`config.mk`:
```
export PLATFORM = sky130hd
export DESIGN_NAME = freq_gate_counter
export DESIGN_NICKNAME = d
export VERILOG_FILES = /design/src/rtl/freq_gate_counter.sv
export SDC_FILE = /design/constraint.sdc
export NUM_CORES = 1
export LEC_CHECK = 0
export ABC_AREA = 1
export CORE_MARGIN = 1.5
export CORE_UTILIZATION = 50
export DETAILED_ROUTE_END_ITERATION = 16
export DONT_BUFFER_PORTS = 1
export GPL_TIMING_DRIVEN = 0
export HOLD_SLACK_MARGIN = 0.15
export PLACE_DENSITY = 0.63
export SETUP_SLACK_MARGIN = 0.1
export SLEW_MARGIN = 20
export SYNTH_ARGS = -nofsm -noshare
export SYNTH_HDL_FRONTEND = slang
export SYNTH_SLANG_ARGS = --single-unit
```
`constraint.sdc`:
```
create_clock -name clk_ref_in -period 8.2 [get_ports clk_ref_in]
set_clock_uncertainty 0.05 [all_clocks]
set_input_delay 0.82 -clock clk_ref_in [delete_from_list [all_inputs] [get_ports clk_ref_in]]
set_output_delay 0.82 -clock clk_ref_in [all_outputs]
set_load 0.1 [all_outputs]
```
`src/rtl/freq_gate_counter.sv`:
```
// Gated frequency counter: counts clk_x_in rising edges per GATE_CYCLES window.
// Ports: clk_ref_in/reset_in, clk_x_in, count_out/overflow_out, valid_out/ack_in, missed_out[, bcd_out].
// Optional BCD output: define FREQ_CNT_BCD_EN.
module freq_gate_counter #(
  parameter int GATE_CYCLES = 10000000,
  parameter int CNT_W       = 24,
  parameter int DIGITS      = 8
) (
  input  logic             clk_ref_in,
  input  logic             reset_in,
  input  logic             clk_x_in,
  input  logic             ack_in,
  output logic [CNT_W-1:0] count_out,
  output logic             overflow_out,
  output logic             valid_out,
  output logic             missed_out
`ifdef FREQ_CNT_BCD_EN
  ,
  output logic [4*DIGITS-1:0] bcd_out
`endif
);

  localparam int GW = $clog2(GATE_CYCLES);
  localparam logic [GW-1:0] GATE_LAST = GW'(GATE_CYCLES - 1);

  // Conversion must finish before the next window closes.
  if (DIGITS < 1 || GATE_CYCLES < CNT_W + 3) begin : g_bad_cfg
    $error("freq_gate_counter: illegal parameters");
  end

  typedef enum logic [1:0] {
    IDLE,
    GATE,
    PUBLISH
`ifdef FREQ_CNT_BCD_EN
    ,
    CONVERT
`endif
  } state_t;

  state_t state, state_nxt;

  logic             x_meta, x_sync, x_hist;
  logic             x_edge;
  logic [GW-1:0]    gate_cnt;
  logic             counting, win_first, win_last;
  logic [CNT_W-1:0] edge_cnt, cnt_inc;
  logic             cnt_max, win_ovf, fin_ovf;
  logic [CNT_W-1:0] cap_cnt;
  logic             cap_ovf;
  logic             publish;

  always_ff @(posedge clk_ref_in or posedge reset_in) begin
    if (reset_in) begin
      x_meta <= 1'b0;
      x_sync <= 1'b0;
      x_hist <= 1'b0;
    end else begin
      x_meta <= clk_x_in;
      x_sync <= x_meta;
      x_hist <= x_sync;
    end
  end

  assign x_edge = x_sync & ~x_hist;

  assign counting  = (state != IDLE);
  assign win_first = counting && (gate_cnt == '0);
  assign win_last  = counting && (gate_cnt == GATE_LAST);
  assign publish   = (state == PUBLISH);

  always_ff @(posedge clk_ref_in or posedge reset_in) begin
    if (reset_in) begin
      gate_cnt <= '0;
    end else if (counting) begin
      gate_cnt <= win_last ? '0 : gate_cnt + GW'(1);
    end
  end

  assign cnt_max = (edge_cnt == '1);
  assign cnt_inc = (x_edge && !cnt_max) ? edge_cnt + CNT_W'(1)
                                        : edge_cnt;
  assign fin_ovf = win_ovf | (x_edge & cnt_max);

  // An edge on the first window cycle already belongs to the new window.
  always_ff @(posedge clk_ref_in or posedge reset_in) begin
    if (reset_in) begin
      edge_cnt <= '0;
      win_ovf  <= 1'b0;
    end else if (win_first) begin
      edge_cnt <= CNT_W'(x_edge);
      win_ovf  <= 1'b0;
    end else if (counting) begin
      edge_cnt <= cnt_inc;
      win_ovf  <= fin_ovf;
    end
  end

  // Result is held here while the next window is already counting.
  always_ff @(posedge clk_ref_in or posedge reset_in) begin
    if (reset_in) begin
      cap_cnt <= '0;
      cap_ovf <= 1'b0;
    end else if (win_last) begin
      cap_cnt <= cnt_inc;
      cap_ovf <= fin_ovf;
    end
  end

`ifdef FREQ_CNT_BCD_EN
  localparam int CVW = $clog2(CNT_W + 1);

  logic [CNT_W-1:0]    conv_bin;
  logic [4*DIGITS-1:0] conv_bcd, bcd_adj;
  logic [CVW-1:0]      conv_cnt;
  logic                conv_done;

  assign conv_done = (conv_cnt == CVW'(CNT_W - 1));

  always_comb begin
    bcd_adj = conv_bcd;
    for (int d = 0; d < DIGITS; d++) begin
      if (conv_bcd[4*d +: 4] >= 4'd5) begin
        bcd_adj[4*d +: 4] = conv_bcd[4*d +: 4] + 4'd3;
      end
    end
  end

  // Shift-add-3; digits beyond DIGITS fall off the top.
  always_ff @(posedge clk_ref_in or posedge reset_in) begin
    if (reset_in) begin
      conv_bin <= '0;
      conv_bcd <= '0;
      conv_cnt <= '0;
    end else if (win_last) begin
      conv_bin <= cnt_inc;
      conv_bcd <= '0;
      conv_cnt <= '0;
    end else if (state == CONVERT) begin
      conv_bin <= {conv_bin[CNT_W-2:0], 1'b0};
      conv_bcd <= {bcd_adj[4*DIGITS-2:0], conv_bin[CNT_W-1]};
      conv_cnt <= conv_cnt + CVW'(1);
    end
  end

  always_ff @(posedge clk_ref_in or posedge reset_in) begin
    if (reset_in) begin
      bcd_out <= '0;
    end else if (publish) begin
      bcd_out <= conv_bcd;
    end
  end
`endif

  always_ff @(posedge clk_ref_in or posedge reset_in) begin
    if (reset_in) begin
      state <= IDLE;
    end else begin
      state <= state_nxt;
    end
  end

  always_comb begin
    state_nxt = state;
    unique case (state)
      IDLE: state_nxt = GATE;
      GATE: begin
        if (win_last) begin
`ifdef FREQ_CNT_BCD_EN
          state_nxt = CONVERT;
`else
          state_nxt = PUBLISH;
`endif
        end
      end
`ifdef FREQ_CNT_BCD_EN
      CONVERT: begin
        if (conv_done) begin
          state_nxt = PUBLISH;
        end
      end
`endif
      PUBLISH: state_nxt = GATE;
      default: state_nxt = IDLE;
    endcase
  end

  // A publish wins over a coincident ack.
  always_ff @(posedge clk_ref_in or posedge reset_in) begin
    if (reset_in) begin
      count_out    <= '0;
      overflow_out <= 1'b0;
      valid_out    <= 1'b0;
      missed_out   <= 1'b0;
    end else if (publish) begin
      count_out    <= cap_cnt;
      overflow_out <= cap_ovf;
      valid_out    <= 1'b1;
      if (valid_out && !ack_in) begin
        missed_out <= 1'b1;
      end
    end else if (valid_out && ack_in) begin
      valid_out  <= 1'b0;
      missed_out <= 1'b0;
    end
  end

endmodule

```
==> flow_summary.json <==
{
  "grt_pass1_wl_um": 22000,
  "crit_path_end_kind": "register",
  "fmax_mhz": 414,
  "fin_nets": 796,
  "ctsResizeCount": 0,
  "antenna_cells": 0,
  "syn_inst": 777,
  "worst_setup_path_start_kind": "register",
  "fill_cells": 1039,
  "numCtsBuffers": 9,
  "maxSlewViolCount": 0,
  "vdd_drop_max_uv": 77.4,
  "maxCapViolations": 0,
  "yosysSeqAreaShare": 0.475,
  "yosysUniqueCellTypes": 31,
  "design.die.area_mm2": 0.0118,
  "worstPathRequired_ps": 8420,
  "synthFlopType": "dfrtp_1",
  "die_y_um": 109,
  "path_class": "reg -> reg",
  "hold_slack_ps": 259,
  "rsz0062_at_grt": "false",
  "synth.top_cells.by_count": "nand2_1, dfrtp_1, nor2_1",
  "initial_utilization": 0.513,
  "clock-sinks": 106,
  "first_iter_violations": 372,
  "cp_common_cell": "nand2_1",
  "gr-total-overflow": 0,
  "finalSetupViolations": 0,
  "p_per_area_mw_per_mm2": 159,
  "clk_latency_ps": 390,
  "grtUsageTotal": 0.244,
  "syn_avg_cell_area_um2": 7.19,
  "cp.arrival_ps": 2640,
  "drt_first_pass_iters": 5,
  "dp_hpwl_um": 10200,
  "die_w_um": 109,
  "ctsHtreeMaxLevel": 3,
  "wl_um": 13500,
  "antenna_found_initial": 0,
  "vias": 4794,
  "clockBufferDepth": 2,
  "wl_per_cell_um": 14.5,
  "grt_max_degree": 62,
  "post-route-period-util": 0.295,
  "ctsRootBufferMaster": "clkbuf_8",
  "yosys.cell_count.top_type": "nand2_1",
  "worst_pin_slew_ps": 927,
  "post_cts_buffers": 0,
  "netlist.area_leader.share": 0.475,
  "hold_viol": 0,
  "synthTopCellsByArea": "dfrtp_1, nand2_1, nor2_1",
  "async_flop_share": 1.00,
  "drive_above_1_share": 0.0530,
  "ioPinCount": 31,
  "post-route-drc-count": 0,
  "synth_seq_cells": 106,
  "synth_area_mm2": 0.00558,
  "ys_warn_count": 0,
  "crit_fanout": 10,
  "setup_tns_ps": 0,
  "syn_nets": 784,
  "avgViaCountPerCell": 5.14,
  "final_antenna_net_count": 0,
  "synth-edff-count": 0,
  "clkTransAtPathRegs_ps": 110,
  "hold_class": "in -> async",
  "multiInputGateArea_mm2": 0.00258,
  "cts_hold_buf": 0,
  "area_delta_synth_final_pct": 7.30,
  "regArea_mm2": 0.00265,
  "core_area_mm2": 0.0109,
  "max_stage_delay_ps": 510,
  "tritoncts": "done",
  "p_leak_nw": 3.15,
  "cp_slowest_cell": "dfrtp_1",
  "critical_path.cell_chain": "ha_1 -> inv_1 -> nor2_4 -> nand2_4 -> nor2_8 -> a21oi_2 -> buf_2 -> nand2_1 -> nand2_1 -> nand2_1 -> nand2_1",
  "grt_pass1_vias": 4455,
  "outcome": "finished clean",
  "num_rows": 38,
  "place.port_buffers": 0,
  "relSlewSlack": 0.382,
  "yosysTopAreaCell": "dfrtp_1",
  "min_period_ps": 2420,
  "globalplace.congestion": 0.952
}
[logic make-up after synthesis]
| group | count (synthesis) | share of synthesized area |
|---|---|---|
| and+or+nand+nor | 536 | 0.396 |
| xor gates and xnor gates | 22 | 0.0345 |
| DFF | 106 | 0.475 |
| buffers and inverters | 85 | 0.0627 |
| adders and majority gates | 3 | 0.00672 |
| AOI/OAI and AO/OA | 25 | 0.0253 |
[registers in the layout (all words and copies together) (netlist names)]
signal and cells:
cap_cnt 24, cap_ovf 1, count_out 24, edge_cnt 24
gate_cnt 24, missed_out 1, overflow_out 1, state 2
valid_out 1, win_ovf 1, x_hist 1, x_meta 1
x_sync 1
[power breakdown]
part / internal (mW) / switching, mW / total, mW
sequential: 0.532 / 0.0156 / 0.548
combinational: 0.0212 / 0.0455 / 0.0667
clock: 0.151 / 0.188 / 0.339
total: 0.704 / 0.249 / 0.954
[worst max-delay path: cells and delay by family, from the launching register on]
family,cells,cell delay [ps]
compound gates,1,90
fa+ha+maj,1,380
buf+inv,2,360
flops,1,510
simple gates,7,900
[final cells by class]
class	instances	area share
inverters	65	0.0416
repair buffers	1	0.00459
well taps	140	0.0292
clock buffers	10	0.0230
multi-input cells	586	0.431
flip-flops and latches	106	0.443
clock inverters	5	0.0104
plain buffers	20	0.0177
[metrics by stage]
| stage | total power, mW | utilization | cell area (um^2) | std cells | setup WS (ps) |
|---|---|---|---|---|---|
| after global placement | 0.622 | 0.529 | 5760 | 917 | 3450 |
| after detailed placement | 0.625 | 0.532 | 5790 | 918 | 5880 |
| final | 0.954 | 0.550 | 5990 | 933 | 5780 |
| after CTS | 0.964 | 0.550 | 5990 | 933 | 5800 |
| after global routing | 0.992 | 0.550 | 5990 | 933 | 5670 |
| after floorplan | 0.604 | - | 5580 | 777 | 4540 |
[layout by cell type, fill, tap and decap left out, drive strengths merged]
cell type	count
ha	3
a31oi	1
nand4	12
clkinvlp	1
inv	66
buf	13
nand2	383
nor2	74
nor4	3
clkinv	2
and3	2
dfrtp	106
xnor2	7
bufinv	1
o21ai	17
clkbuf	18
nand3b	2
a21oi	7
nor3b	4
nand3	39
xor2	15
nor3	17
[metal layers]
metal  vias up  track usage  wire length, um
li1       2422            -                -
met1      2235        0.364             6840
met2       115        0.363             5760
met3        22       0.0341              634
met4         0       0.0874              272
met5         -            0                0
[worst paths after layout]
path                              from           end  slack [ps]  cells past startpoint
hold reg to reg                 x_meta        x_sync         310                      0
hold / removal                reset_in  count_out[4]         260                      1
min in group clk_ref_in         x_meta        x_sync         310                      0
max in group asynchronous     reset_in  edge_cnt[17]        7200                      2
setup reg to reg           edge_cnt[0]   cap_cnt[21]        5780                     11
setup / recovery           edge_cnt[0]   cap_cnt[21]        5780                     11
Power figures use the tool's default switching activity.
